<file path="config.mk">
export PLATFORM = sky130hd
export DESIGN_NAME = mem_arbiter_flat
export DESIGN_NICKNAME = d
export VERILOG_FILES = /design/src/rtl/mem_arbiter_if.sv /design/src/rtl/mem_arbiter.sv /design/src/flat_wrapper.sv
export SDC_FILE = /design/constraint.sdc
export NUM_CORES = 1
export LEC_CHECK = 0
export ABC_AREA = 1
export CAP_MARGIN = 20
export CORE_AREA = 5 5 124 126
export DETAILED_ROUTE_END_ITERATION = 10
export DIE_AREA = 0 0 129 131
export HOLD_SLACK_MARGIN = 0.1
export PLACE_DENSITY = 0.92
export SLEW_MARGIN = 5
export SYNTH_ARGS = -nofsm -noshare
export SYNTH_HDL_FRONTEND = slang
export SYNTH_SLANG_ARGS = --single-unit
</file>
<file path="constraint.sdc">
create_clock -name clk -period 3.3 [get_ports clk]
set_input_delay 0.825 -clock clk [delete_from_list [all_inputs] [get_ports clk]]
set_output_delay 0.825 -clock clk [all_outputs]
set_load 0.05 [all_outputs]
</file>
<file path="src/rtl/mem_arbiter_if.sv">
// rtl/mem_arbiter_if.sv - fetch, load/store and memory-macro signals shared by mem_arbiter and its neighbours
interface mem_arbiter_if;
  logic        i_req;
  logic [31:0] i_addr;
  logic        i_gnt;
  logic        i_rvalid;
  logic [31:0] i_rdata;
  logic        i_err;

  logic        d_req;
  logic [3:0]  d_we;
  logic [31:0] d_addr;
  logic [31:0] d_wdata;
  logic        d_gnt;
  logic        d_rvalid;
  logic [31:0] d_rdata;
  logic        d_err;

  logic [3:0]  mem_w_enb;
  logic        mem_r_enb;
  logic [31:0] mem_addr;
  logic [31:0] mem_w_data;
  logic [31:0] mem_r_data;

  // the arbiter itself
  modport slave (
    input  i_req, i_addr, d_req, d_we, d_addr, d_wdata, mem_r_data,
    output i_gnt, i_rvalid, i_rdata, i_err,
    output d_gnt, d_rvalid, d_rdata, d_err,
    output mem_w_enb, mem_r_enb, mem_addr, mem_w_data
  );

  // the pipeline ports plus the memory macro
  modport master (
    output i_req, i_addr, d_req, d_we, d_addr, d_wdata, mem_r_data,
    input  i_gnt, i_rvalid, i_rdata, i_err,
    input  d_gnt, d_rvalid, d_rdata, d_err,
    input  mem_w_enb, mem_r_enb, mem_addr, mem_w_data
  );
endinterface

</file>
<file path="src/rtl/mem_arbiter.sv">
// rtl/mem_arbiter.sv - fetch/load-store arbiter for a single-ported byte memory; `define MEM_ARB_DPRIO_EN for fixed data priority
module mem_arbiter #(
  parameter int ADDR_BITS = 10
) (
  input  logic          clk,
  input  logic          rst,
  mem_arbiter_if.slave  bus
);

  // highest byte address; a 4-byte access must end at or below it
  localparam logic [32:0] LIMIT = 33'((64'd1 << ADDR_BITS) - 64'd1);

  logic        i_oor;
  logic        d_oor;
  logic        d_is_read;
  logic        pick_d;
  logic        i_gnt;
  logic        d_gnt;

  logic        i_rvalid_q;
  logic        d_rvalid_q;
  logic [31:0] i_rdata_q;
  logic [31:0] d_rdata_q;
  logic        i_err_q;
  logic        d_err_q;

  assign i_oor     = ({1'b0, bus.i_addr} + 33'd3) > LIMIT;
  assign d_oor     = ({1'b0, bus.d_addr} + 33'd3) > LIMIT;
  assign d_is_read = (bus.d_we == 4'b0000);

`ifdef MEM_ARB_DPRIO_EN
  always_comb begin
    pick_d = bus.d_req;
  end
`else
  logic last_q;

  // on a tie the port that lost the previous grant goes first
  always_comb begin
    pick_d = bus.d_req && (!bus.i_req || !last_q);
  end

  always_ff @(posedge clk) begin
    if (rst) begin
      last_q <= 1'b0;
    end else if (d_gnt) begin
      last_q <= 1'b1;
    end else if (i_gnt) begin
      last_q <= 1'b0;
    end
  end
`endif

  always_comb begin
    d_gnt = 1'b0;
    i_gnt = 1'b0;
    if (!rst) begin
      d_gnt = pick_d;
      i_gnt = bus.i_req && !pick_d;
    end
  end

  // out-of-range grants keep the handshake but never touch the macro
  always_comb begin
    bus.mem_w_enb  = 4'b0000;
    bus.mem_r_enb  = 1'b0;
    bus.mem_addr   = 32'd0;
    bus.mem_w_data = 32'd0;
    if (i_gnt) begin
      bus.mem_addr   = bus.i_addr;
      bus.mem_w_data = bus.d_wdata;
      bus.mem_r_enb  = !i_oor;
    end else if (d_gnt) begin
      bus.mem_addr   = bus.d_addr;
      bus.mem_w_data = bus.d_wdata;
      bus.mem_r_enb  = !d_oor && d_is_read;
      bus.mem_w_enb  = d_oor ? 4'b0000 : bus.d_we;
    end
  end

  always_ff @(posedge clk) begin
    if (rst) begin
      i_rvalid_q <= 1'b0;
      d_rvalid_q <= 1'b0;
      i_rdata_q  <= 32'd0;
      d_rdata_q  <= 32'd0;
      i_err_q    <= 1'b0;
      d_err_q    <= 1'b0;
    end else begin
      i_rvalid_q <= i_gnt;
      d_rvalid_q <= d_gnt;
      if (i_gnt) begin
        i_rdata_q <= i_oor ? 32'd0 : bus.mem_r_data;
        i_err_q   <= i_oor;
      end
      if (d_gnt) begin
        d_rdata_q <= (d_oor || !d_is_read) ? 32'd0 : bus.mem_r_data;
        d_err_q   <= d_oor;
      end
    end
  end

  // a reset landing in the response cycle must swallow that response
  assign bus.i_gnt    = i_gnt;
  assign bus.d_gnt    = d_gnt;
  assign bus.i_rvalid = i_rvalid_q && !rst;
  assign bus.d_rvalid = d_rvalid_q && !rst;
  assign bus.i_rdata  = rst ? 32'd0 : i_rdata_q;
  assign bus.d_rdata  = rst ? 32'd0 : d_rdata_q;
  assign bus.i_err    = i_err_q && !rst;
  assign bus.d_err    = d_err_q && !rst;

endmodule

</file>
<file path="src/flat_wrapper.sv">
// flat-port wrapper written by rule: the top's interface ports become plain ports
module mem_arbiter_flat 
#(
  parameter int ADDR_BITS = 10
)
  (clk, rst, bus_i_req, bus_i_addr, bus_d_req, bus_d_we, bus_d_addr, bus_d_wdata, bus_mem_r_data, bus_i_gnt, bus_i_rvalid, bus_i_rdata, bus_i_err, bus_d_gnt, bus_d_rvalid, bus_d_rdata, bus_d_err, bus_mem_w_enb, bus_mem_r_enb, bus_mem_addr, bus_mem_w_data);
  mem_arbiter_if bus_i ();
  input  logic clk;
  input  logic rst;
  input wire logic [$bits(bus_i.i_req)-1:0] bus_i_req;
  input wire logic [$bits(bus_i.i_addr)-1:0] bus_i_addr;
  input wire logic [$bits(bus_i.d_req)-1:0] bus_d_req;
  input wire logic [$bits(bus_i.d_we)-1:0] bus_d_we;
  input wire logic [$bits(bus_i.d_addr)-1:0] bus_d_addr;
  input wire logic [$bits(bus_i.d_wdata)-1:0] bus_d_wdata;
  input wire logic [$bits(bus_i.mem_r_data)-1:0] bus_mem_r_data;
  output wire logic [$bits(bus_i.i_gnt)-1:0] bus_i_gnt;
  output wire logic [$bits(bus_i.i_rvalid)-1:0] bus_i_rvalid;
  output wire logic [$bits(bus_i.i_rdata)-1:0] bus_i_rdata;
  output wire logic [$bits(bus_i.i_err)-1:0] bus_i_err;
  output wire logic [$bits(bus_i.d_gnt)-1:0] bus_d_gnt;
  output wire logic [$bits(bus_i.d_rvalid)-1:0] bus_d_rvalid;
  output wire logic [$bits(bus_i.d_rdata)-1:0] bus_d_rdata;
  output wire logic [$bits(bus_i.d_err)-1:0] bus_d_err;
  output wire logic [$bits(bus_i.mem_w_enb)-1:0] bus_mem_w_enb;
  output wire logic [$bits(bus_i.mem_r_enb)-1:0] bus_mem_r_enb;
  output wire logic [$bits(bus_i.mem_addr)-1:0] bus_mem_addr;
  output wire logic [$bits(bus_i.mem_w_data)-1:0] bus_mem_w_data;
  assign bus_i.i_req = bus_i_req;
  assign bus_i.i_addr = bus_i_addr;
  assign bus_i.d_req = bus_d_req;
  assign bus_i.d_we = bus_d_we;
  assign bus_i.d_addr = bus_d_addr;
  assign bus_i.d_wdata = bus_d_wdata;
  assign bus_i.mem_r_data = bus_mem_r_data;
  assign bus_i_gnt = bus_i.i_gnt;
  assign bus_i_rvalid = bus_i.i_rvalid;
  assign bus_i_rdata = bus_i.i_rdata;
  assign bus_i_err = bus_i.i_err;
  assign bus_d_gnt = bus_i.d_gnt;
  assign bus_d_rvalid = bus_i.d_rvalid;
  assign bus_d_rdata = bus_i.d_rdata;
  assign bus_d_err = bus_i.d_err;
  assign bus_mem_w_enb = bus_i.mem_w_enb;
  assign bus_mem_r_enb = bus_i.mem_r_enb;
  assign bus_mem_addr = bus_i.mem_addr;
  assign bus_mem_w_data = bus_i.mem_w_data;
  mem_arbiter #(.ADDR_BITS(ADDR_BITS)) u_core (.clk(clk), .rst(rst), .bus(bus_i));
endmodule
</file>
* Word level (Yosys, flattened, before mapping)
Index checks and enable logic that the tools add are counted.
** Storage, ports and cells
- Memory bits (read-only) :: 0
- Output and inout bits :: 139
- Register bits :: 69
- Memory bits (writable) :: 0
- Latch bits :: 0
- Input port bits :: 136
- Memories kept :: 0
** Cells by class
- Multiply operators :: 0
- Reductions and logical operators :: 18
- Muxes and demuxes :: 17
- Eq/ne operators :: 0
- Add/sub/neg operators :: 2
- Shift-type cells :: 0
- Div/mod/pow operators :: 0
- Bitwise operators :: 0
- $lt $le $gt $ge :: 2
** Operator list (count)
- two-way mux 32 bit :: 8
- adder 32 x 2 -> 33 bit (second input constant) :: 2
- greater-than comparator 33 x 10 -> 1 bit (second input constant) :: 2
- two-way mux 4 bit :: 3
- logical AND 1 bit :: 7
- zero test 1 bit :: 7
- two-way mux 1 bit :: 6
- zero test 4 bit :: 1
- logical OR 1 bit :: 2
- nonzero test 2 bit :: 1

* Longest topological paths before layout
Gate-level depths: netlist of run 1.
- Depth in word-level cells :: 8
- Depth in mapped cells :: 17
- Depth with buffers taken out :: 16

* Least setup slack after synthesis of run 1
No wires, ideal clock.
- Path type :: input to output
- From :: input bus_d_req
- To :: output bus_mem_addr[25]
- Arrival :: 3.364 ns
- Data required time :: 2.475 ns
- Path slack :: -0.889 ns
- Cell stages on the path :: 6
- Cells stage by stage :: inv_1 -> o21ai_0 -> nor2_1 -> inv_2 -> clkbuf_1 -> o21ai_0
** On the way
- Longest elaborated chain between the ends :: 5
** RTL lines
- start, declared :: line flat_wrapper.sv:12 : input wire logic [$bits(bus_i.d_req)-1:0] bus_d_req;
- logical AND 1 bit :: line mem_arbiter.sv:40 : pick_d = bus.d_req && (!bus.i_req || !last_q);
- zero test 1 bit :: line mem_arbiter.sv:59 : i_gnt = bus.i_req && !pick_d;
- logical AND 1 bit :: line mem_arbiter.sv:59
- two-way mux 1 bit :: line mem_arbiter.sv:57 : if (!rst) begin
- via bus_i_gnt :: line flat_wrapper.sv:17 : output wire logic [$bits(bus_i.i_gnt)-1:0] bus_i_gnt;
- two-way mux 32 bit :: line mem_arbiter.sv:69 : if (i_gnt) begin
- end, declared :: line flat_wrapper.sv:27 : output wire logic [$bits(bus_i.mem_addr)-1:0] bus_mem_addr;
The timed path passes the listed nets, and every way through them passes these cells.

* Worst setup path in the final report of run 1
- From :: input bus_d_addr[1]
- To :: output bus_mem_w_enb[3]
** On the way
- Longest elaborated chain between the ends :: 5
** RTL lines
- start, declared :: line flat_wrapper.sv:14 : input wire logic [$bits(bus_i.d_addr)-1:0] bus_d_addr;
- adder 32 x 2 -> 33 bit :: line mem_arbiter.sv:28 : assign d_oor = ({1'b0, bus.d_addr} + 33'd3) > LIMIT;
- greater-than comparator 33 x 10 -> 1 bit :: line mem_arbiter.sv:28
- two-way mux 4 bit :: line mem_arbiter.sv:77 : bus.mem_w_enb = d_oor ? 4'b0000 : bus.d_we;
- two-way mux 4 bit :: line mem_arbiter.sv:73 : end else if (d_gnt) begin
- two-way mux 4 bit :: line mem_arbiter.sv:69
- end, declared :: line flat_wrapper.sv:25 : output wire logic [$bits(bus_i.mem_w_enb)-1:0] bus_mem_w_enb;
Every way passes these cells.

==> run_results.csv, run 1 <==
group,metric,value,unit
cells_and_area,drive_above_1_share,38.2,%
setup_path,ff2ff_path_depth,11,
sta,clock_skew,4.16,ps
sta,worst_pin_slew,747,ps
cts,cts-buffers-inserted,9,
cts,cts_root_buffer,"clkbuf_16",
detailed_routing,vias_per_cell,5.59,
setup_path,slowest_stage,"nor2_4",
cells_and_area,fin_nets,1637,
cells_and_area,fin_area,11000,sq um
floorplanning,die_x,129,microns
grt,antenna_found_initial,0,
synth,synth_cell_types,34,
detailed_routing,met1_length,10600,microns
floorplanning,die_y,131,microns
detailed_routing,detail-route-antenna-nets,0,
power_and_ir_drop,power.leakage,5.45,nW
setup_path,crit_path_start_kind,"primary input",
synth,mappedNetlistArea,5950,sq um
floorplanning,rows,44,
setup_path,endpoint_kind,"output port",
synth,synth_nets,1214,
detailed_routing,wl_met2,14200,microns
cells_and_area,num_antenna_cells,0,
detailed_routing,wl_met3,3550,microns
placement,dp_cells,1646,
sta,fin_tns_setup,-2240,ps
placement,dpl_cell_area,10000,sq um
cells_and_area,fin_cells,1685,
sta,max_freq,266,MHz
synth,synthCells,1074,
floorplanning,io_pins,275,
cts,cts_tree,"built",
cts,clock-sinks,69,
sta,hold_viol,0,
cells_and_area,area_delta_synth_final,84.6,%
power_and_ir_drop,total_power,2.84,mW
sta,setup_violations,5,
sta,period_share,114,%
detailed_routing,wl_per_cell,18.5,microns
sta,finalMaxSlewViolations,0,
setup_path,crit_type,"in2out",
sta,period_needed,3760,ps
cts,h-tree-depth,3,
cells_and_area,utilization,77.3,%
detailed_routing,route.detailed.drc,3,
setup_path,cp.arrival,2930,ps
placement,gp_routability_congestion,1.06,
detailed_routing,dr.max_layer_used,"met4",
grt,grt_pass1_vias,9135,
grt,grtUsageTotal,34.4,%
job,max_cap_violations,0,
grt,grt_max_degree,70,
hold_path,hold_depth,4,
cts,clkLatencyLatePin,330,ps
setup_path,crit_family,"simple AND/OR/NAND/NOR gates",
synth,ys_seq_area_share,23.2,%
cts,clock_path_buffers,2,
power_and_ir_drop,powerDensity,259,nW/um^2
grt,grt_pass1_wl,46200,microns
hold_path,hold_class,"reg2reg",
sta,finalWorstSetupSlack,-458,ps
synth,ys_seq_elements,69,
setup_path,required,2470,ps
grt,grt-ovfl-total,0,
setup_path,cpPeakStageDelay,220,ps
placement,port_buffers,274,
floorplanning,initial_core_util,41.9,%
sta,rsz0062_at_grt,"true",
detailed_routing,dr.pass1.iters,11,
cts,path_clk_slew,50,ps
outcome,violations,"DRC, setup timing",
floorplanning,dieArea,16900,sq um
detailed_routing,dr_total_vias,9413,
outcome,outcome,"finished with violations",
synth,syn_avg_cell_area,5.54,sq um
floorplanning,coreArea,14200,sq um
power_and_ir_drop,vdd_ir_drop_max,0.282,mV
detailed_routing,wl,31200,microns
placement,hpwl,21200,microns
setup_path,path_max_fanout,6,
synth,ys_warn_count,0,
setup_path,crit_cells,17,
sta,slew_headroom,50.2,%
detailed_routing,drtIter0Drc,1436,
setup_path,path_cells,"buf_8, inv_6, buf_6, nand2_8, nand2_8, nor2_4, nand2_2, nand2_1, nand2_1, nor2_1, nand2_1, nor2_2, nand3_2, nor2_4, nand3_4, nor2_4, buf_12",
setup_path,cp_num_buf_inv,4,
[sequential cells by signal, indices dropped and copies added (netlist names)]
| name | cells |
|---|---|
| u_core.i_err_q | 1 |
| u_core.last_q | 1 |
| u_core.i_rvalid_q | 1 |
| u_core.i_rdata_q | 32 |
| u_core.d_rdata_q | 32 |
| u_core.d_err_q | 1 |
| u_core.d_rvalid_q | 1 |
[timing repair]
| item | CTS | global route |
|---|---|---|
| gates resized for setup | 258 | 93 |
| pin swaps | 64 | 51 |
| endpoints found under the setup margin | 29 | 24 |
| setup buffers | 16 | 8 |
| hold buffers | 0 | 0 |
[path summary, 6_finish.rpt]
check | from | end | slack, ps
max | bus_d_addr[1] | bus_mem_w_enb[3] | -460
min | u_core.d_rdata_q[21] | u_core.d_rdata_q[21] | 520
max reg2reg | u_core.last_q | u_core.i_rdata_q[4] | 1470
min reg2reg | u_core.d_rdata_q[21] | u_core.d_rdata_q[21] | 520
[per-stage QoR]
stage / hold WS (ps) / setup WS [ps]
after global routing: 545 / -447
final: 522 / -458
after CTS: 520 / -179
after floorplan: 468 / -217
after detailed placement: 510 / -819
after global placement: 486 / -698
[per-layer routing]
| layer | global-route usage, % | up-vias |
|---|---|---|
| met4 | 23.7 | 0 |
| met1 | 38.8 | 4158 |
| met2 | 57.1 | 811 |
| li1 | - | 4168 |
| met3 | 8.70 | 276 |
| met5 | 0 | - |
[placed cells by master, fill, tap and decap left out, drive strengths merged, types with 2 or more instances in the layout]
cell,instances
ha,4
nand3,52
dfxtp,69
nand2,324
buf,337
clkdlybuf4s50,73
clkdlybuf4s15,9
clkinv,3
nand4,76
o22ai,25
inv,210
clkbuf,27
o21ai,23
nor3,17
xor2,12
a21oi,3
nor2,210
and2,2
dlygate4sd2,18
[worst reg2reg max path, delay by kind of cell (launching register included)]
kind                   cells  cell delay, ps
buffers and inverters      1             350
and+or+nand+nor            9             940
AOI/OAI and AO/OA          1             100
DFF                        1             380
[cell usage after synthesis]
cell | instances | area (sq um)
nor2_1 | 189 | 709
nand2_4 | 1 | 11.3
and3_1 | 1 | 6.26
nand3_4 | 2 | 35.0
nand2_1 | 315 | 1180
nand3b_1 | 1 | 7.51
nor2_8 | 1 | 20.0
clkinv_1 | 1 | 3.75
o21ai_1 | 6 | 30.0
buf_6 | 15 | 169
nand2_2 | 8 | 50.1
dfxtp_1 | 69 | 1380
o21bai_1 | 1 | 7.51
inv_2 | 12 | 45.0
o21ai_2 | 1 | 8.76
and2_1 | 2 | 12.5
nor2_2 | 10 | 62.6
xor2_1 | 12 | 105
a31oi_1 | 1 | 6.26
buf_1 | 7 | 26.3
nand3_1 | 48 | 240
nand3_2 | 2 | 20.0
nor3_1 | 16 | 80.1
ha_1 | 4 | 50.1
a21oi_1 | 3 | 15.0
o21ai_0 | 16 | 80.1
nor2_4 | 10 | 113
nand4_1 | 76 | 475
clkbuf_1 | 14 | 52.6
o22ai_1 | 25 | 156
nor3_2 | 1 | 10.0
buf_2 | 5 | 25.0
xnor2_1 | 1 | 8.76
inv_1 | 198 | 743
[power by group]
| part | internal [mW] | total [mW] | switching [mW] |
|---|---|---|---|
| Sequential | 0.838 | 0.840 | 0.00196 |
| Clock | 0.618 | 0.957 | 0.338 |
| Combinational | 0.407 | 1.04 | 0.636 |
[layout make-up]
type                       instances  area, sq um
multi-input combinational        753         4240
timing repair buffer             453         4020
fill                             913         3220
sequential                        69         1380
inverter                         211          810
clock buffer                      11          253
tap                              184          230
clock inverter                     4         47.5
[cell families (layout without fill, tap and decap cells)]
group | count (synthesis) | count (layout) | synth area share [%]
DFF | 69 | 69 | 23.2
xor gates and xnor gates | 13 | 13 | 1.91
and+or+nand+nor | 683 | 683 | 51.0
AOI/OAI and AO/OA | 53 | 53 | 5.11
buffers and inverters | 252 | 679 | 17.9
adders and majority gates | 4 | 4 | 0.841
No activity file was read; power rests on OpenSTA's default activity.
==> run 2, diff against run 1 <==
--- a/config.mk
+++ b/config.mk
@@ -7,11 +7,14 @@
 export LEC_CHECK = 0
 export ABC_AREA = 1
 export CAP_MARGIN = 20
-export CORE_AREA = 5 5 124 126
+export CELL_PAD_IN_SITES_DETAIL_PLACEMENT = 2
+export CELL_PAD_IN_SITES_GLOBAL_PLACEMENT = 2
+export CORE_AREA = 5 5 175 177
 export DETAILED_ROUTE_END_ITERATION = 10
-export DIE_AREA = 0 0 129 131
+export DIE_AREA = 0 0 180 182
 export HOLD_SLACK_MARGIN = 0.1
-export PLACE_DENSITY = 0.92
+export PLACE_DENSITY = 0.95
+export SKIP_CTS_REPAIR_TIMING = 1
 export SLEW_MARGIN = 5
 export SYNTH_ARGS = -nofsm -noshare
 export SYNTH_HDL_FRONTEND = slang
==> constraint.sdc (replaced) <==
create_clock -name clk -period 4.6 [get_ports clk]
set_input_delay 1.15 -clock clk [delete_from_list [all_inputs] [get_ports clk]]
set_output_delay 1.15 -clock clk [all_outputs]
set_load 0.05 [all_outputs]
==> run 2 against run 1 <==
- the run ends with setup timing left
- clock skew about the same
- register-to-register slack better by 700 ps
- non-clock buffer count down 83
- largest power group unchanged
- largest cell class is now buffers
- combinational power down 29%
- die area up 94%
- sequential power down 28%
==> run_results.csv, run 2 (same netlist as run 1, synthesis figures left out) <==
group,metric,value,unit
cts,cts-buffers-inserted,9,
detailed_routing,dr_total_vias,8761,
setup_path,path_max_fanout,3,
hold_path,hold_class,"reg2reg",
power_and_ir_drop,power.share.combinational,35.8,%
sta,hold_ws,513,ps
setup_path,required,3450,ps
job,max_cap_violations,0,
floorplanning,initial_core_util,20.5,%
detailed_routing,wl_per_cell,22.2,microns
grt,grt_pass1_vias,9694,
detailed_routing,vias_per_cell,4.84,
floorplanning,coreArea,29100,sq um
detailed_routing,route.detailed.drc,0,
power_and_ir_drop,p_int,1.35,mW
grt,antenna_found_initial,2,
cells_and_area,area_delta_synth_final,81.0,%
power_and_ir_drop,powerDensity,191,nW/um^2
grt,grt_max_degree,41,
setup_path,crit_type,"in2out",
setup_path,crit_path_start_kind,"primary input",
cells_and_area,utilization,37.0,%
cells_and_area,fin_cells,1810,
cells_and_area,largest_registers,"u_core.d_rdata_q x32, u_core.i_rdata_q x32",
placement,port_buffers,274,
setup_path,slowest_stage,"clkdlybuf4s50_1",
cts,clock_path_buffers,2,
sta,worst_pin_slew,617,ps
grt,grt-ovfl-total,0,
floorplanning,io_pins,275,
sta,finalMaxSlewViolations,0,
sta,clock_skew,4.61,ps
sta,hold_viol,0,
grt,grtUsageTotal,21.8,%
grt,grt_pass1_wl,56500,microns
setup_path,cp_num_buf_inv,2,
sta,slew_headroom,58.7,%
cells_and_area,mostFrequentLayoutCells,"288 x nand2_1, 190 x inv_1, 161 x clkdlybuf4s50_1",
placement,hpwl,30300,microns
sta,max_freq,216,MHz
floorplanning,dieArea,32800,sq um
cts,path_clk_slew,50,ps
sta,period_share,101,%
outcome,violations,"setup timing",
cells_and_area,drive_above_1_share,22.4,%
sta,period_needed,4640,ps
sta,setup_violations,1,
detailed_routing,dr.pass1.iters,4,
floorplanning,die_x,180,microns
cts,clock-sinks,69,
cells_and_area,final_common_cell,"nand2_1",
power_and_ir_drop,total_power,2.06,mW
power_and_ir_drop,power.leakage,5.18,nW
setup_path,endpoint_kind,"output port",
cts,cts_tree,"built",
setup_path,path_cells,"clkdlybuf4s50_1, nand2_1, nor2_2, nand2_1, o21ai_0, nand2_1, nor2_1, nand2_1, nor2_1, nand2_1, nor2_4, nand3_4, nand2_4, buf_12",
floorplanning,die_y,182,microns
detailed_routing,wl,40200,microns
placement,gp_routability_congestion,0.912,
cts,h-tree-depth,3,
power_and_ir_drop,power.share.clock,34.9,%
cells_and_area,multi_input_area,3890,sq um
cts,cts_root_buffer,"clkbuf_16",
detailed_routing,drtIter0Drc,401,
power_and_ir_drop,switching_share,34.4,%
floorplanning,rows,63,
cells_and_area,regArea,1380,sq um
setup_path,crit_top_cell,"nand2_1",
setup_path,crit_family,"simple AND/OR/NAND/NOR gates",
setup_path,cp.arrival,3490,ps
power_and_ir_drop,vdd_ir_drop_max,0.135,mV
outcome,outcome,"finished with violations",
setup_path,cpPeakStageDelay,610,ps
cells_and_area,fin_nets,1554,
power_and_ir_drop,p_switching,706,uW
detailed_routing,detail-route-antenna-nets,0,
sta,finalWorstSetupSlack,-38.0,ps
placement,dp_cells,1781,
power_and_ir_drop,seqPwrFrac,29.3,%
cells_and_area,fillers,3361,
cts,clkLatencyLatePin,340,ps
[run 2: changes by cell type in the layout (fill, tap and decap cells not counted), moves of 11 or more]
cell and change:
dlygate4sd2_1 -18, buf_4 -152, o22ai_2 -17, clkdlybuf4s50_1 +88, nor2_4 -11, nor2_2 -12
dlymetal6s2s_1 +41, o22ai_1 +17, buf_6 -13, buf_2 -12, nand2_1 +16, clkbuf_2 -14
nor2_1 +23
[run 2: worst paths after layout]
| path | cells after the start | from | endpoint | slack (ps) |
|---|---|---|---|---|
| max | 14 | bus_i_addr[12] | bus_mem_r_enb | -40 |
| min | 2 | u_core.last_q | u_core.last_q | 510 |
| max reg2reg | 12 | u_core.last_q | u_core.i_rdata_q[6] | 2170 |
| min reg2reg | 2 | u_core.last_q | u_core.last_q | 510 |
[run 2: through the flow]
stage          TNS [ps]  worst slack [ps]  instance area, sq um
2_1_floorplan      -760              -239                  5950
3_3_place_gp       -810              -190                  9870
3_5_place_dp      -2000              -428                  9870
4_1_cts           -2000              -434                 10200
5_1_grt            -210              -154                 10800
6_report          -38.0             -38.0                 10800
[run 2: power groups by stage]
stage                     logic (mW)  registers (mW)  clock network, mW
after global placement         0.672           0.615                  0
after detailed placement       0.697           0.615                  0
after global routing           0.768           0.602              0.757
final                          0.736           0.602              0.718
after CTS                      0.700           0.602              0.727
after floorplan                0.302           0.615                  0
[run 2: tightest hold or removal path: cells and delay by family, from the launching register on]
| kind | cells | cell delay (ps) |
|---|---|---|
| AND/OR/NAND/NOR | 2 | 140 |
| flip-flops | 1 | 340 |
[run 2: layer usage]
layer  global-route usage [%]  wire length [microns]  part of all wire [%]
met5                        0                      0                     0
met3                     4.23                   1820                   4.5
met1                     24.3                  15900                    40
met2                     39.8                  20300                    51
met4                     10.4                   2070                   5.2
[run 2: layout make-up]
| class | count | area share [%] |
|---|---|---|
| repair buffers | 370 | 36.2 |
| multi-input cells | 753 | 36.1 |
| clock inverters | 1 | 0.279 |
| inverters | 211 | 7.42 |
| flip-flops and latches | 69 | 12.8 |
| clock buffers | 13 | 2.51 |
| well taps | 390 | 4.53 |
| diodes | 3 | 0.0697 |
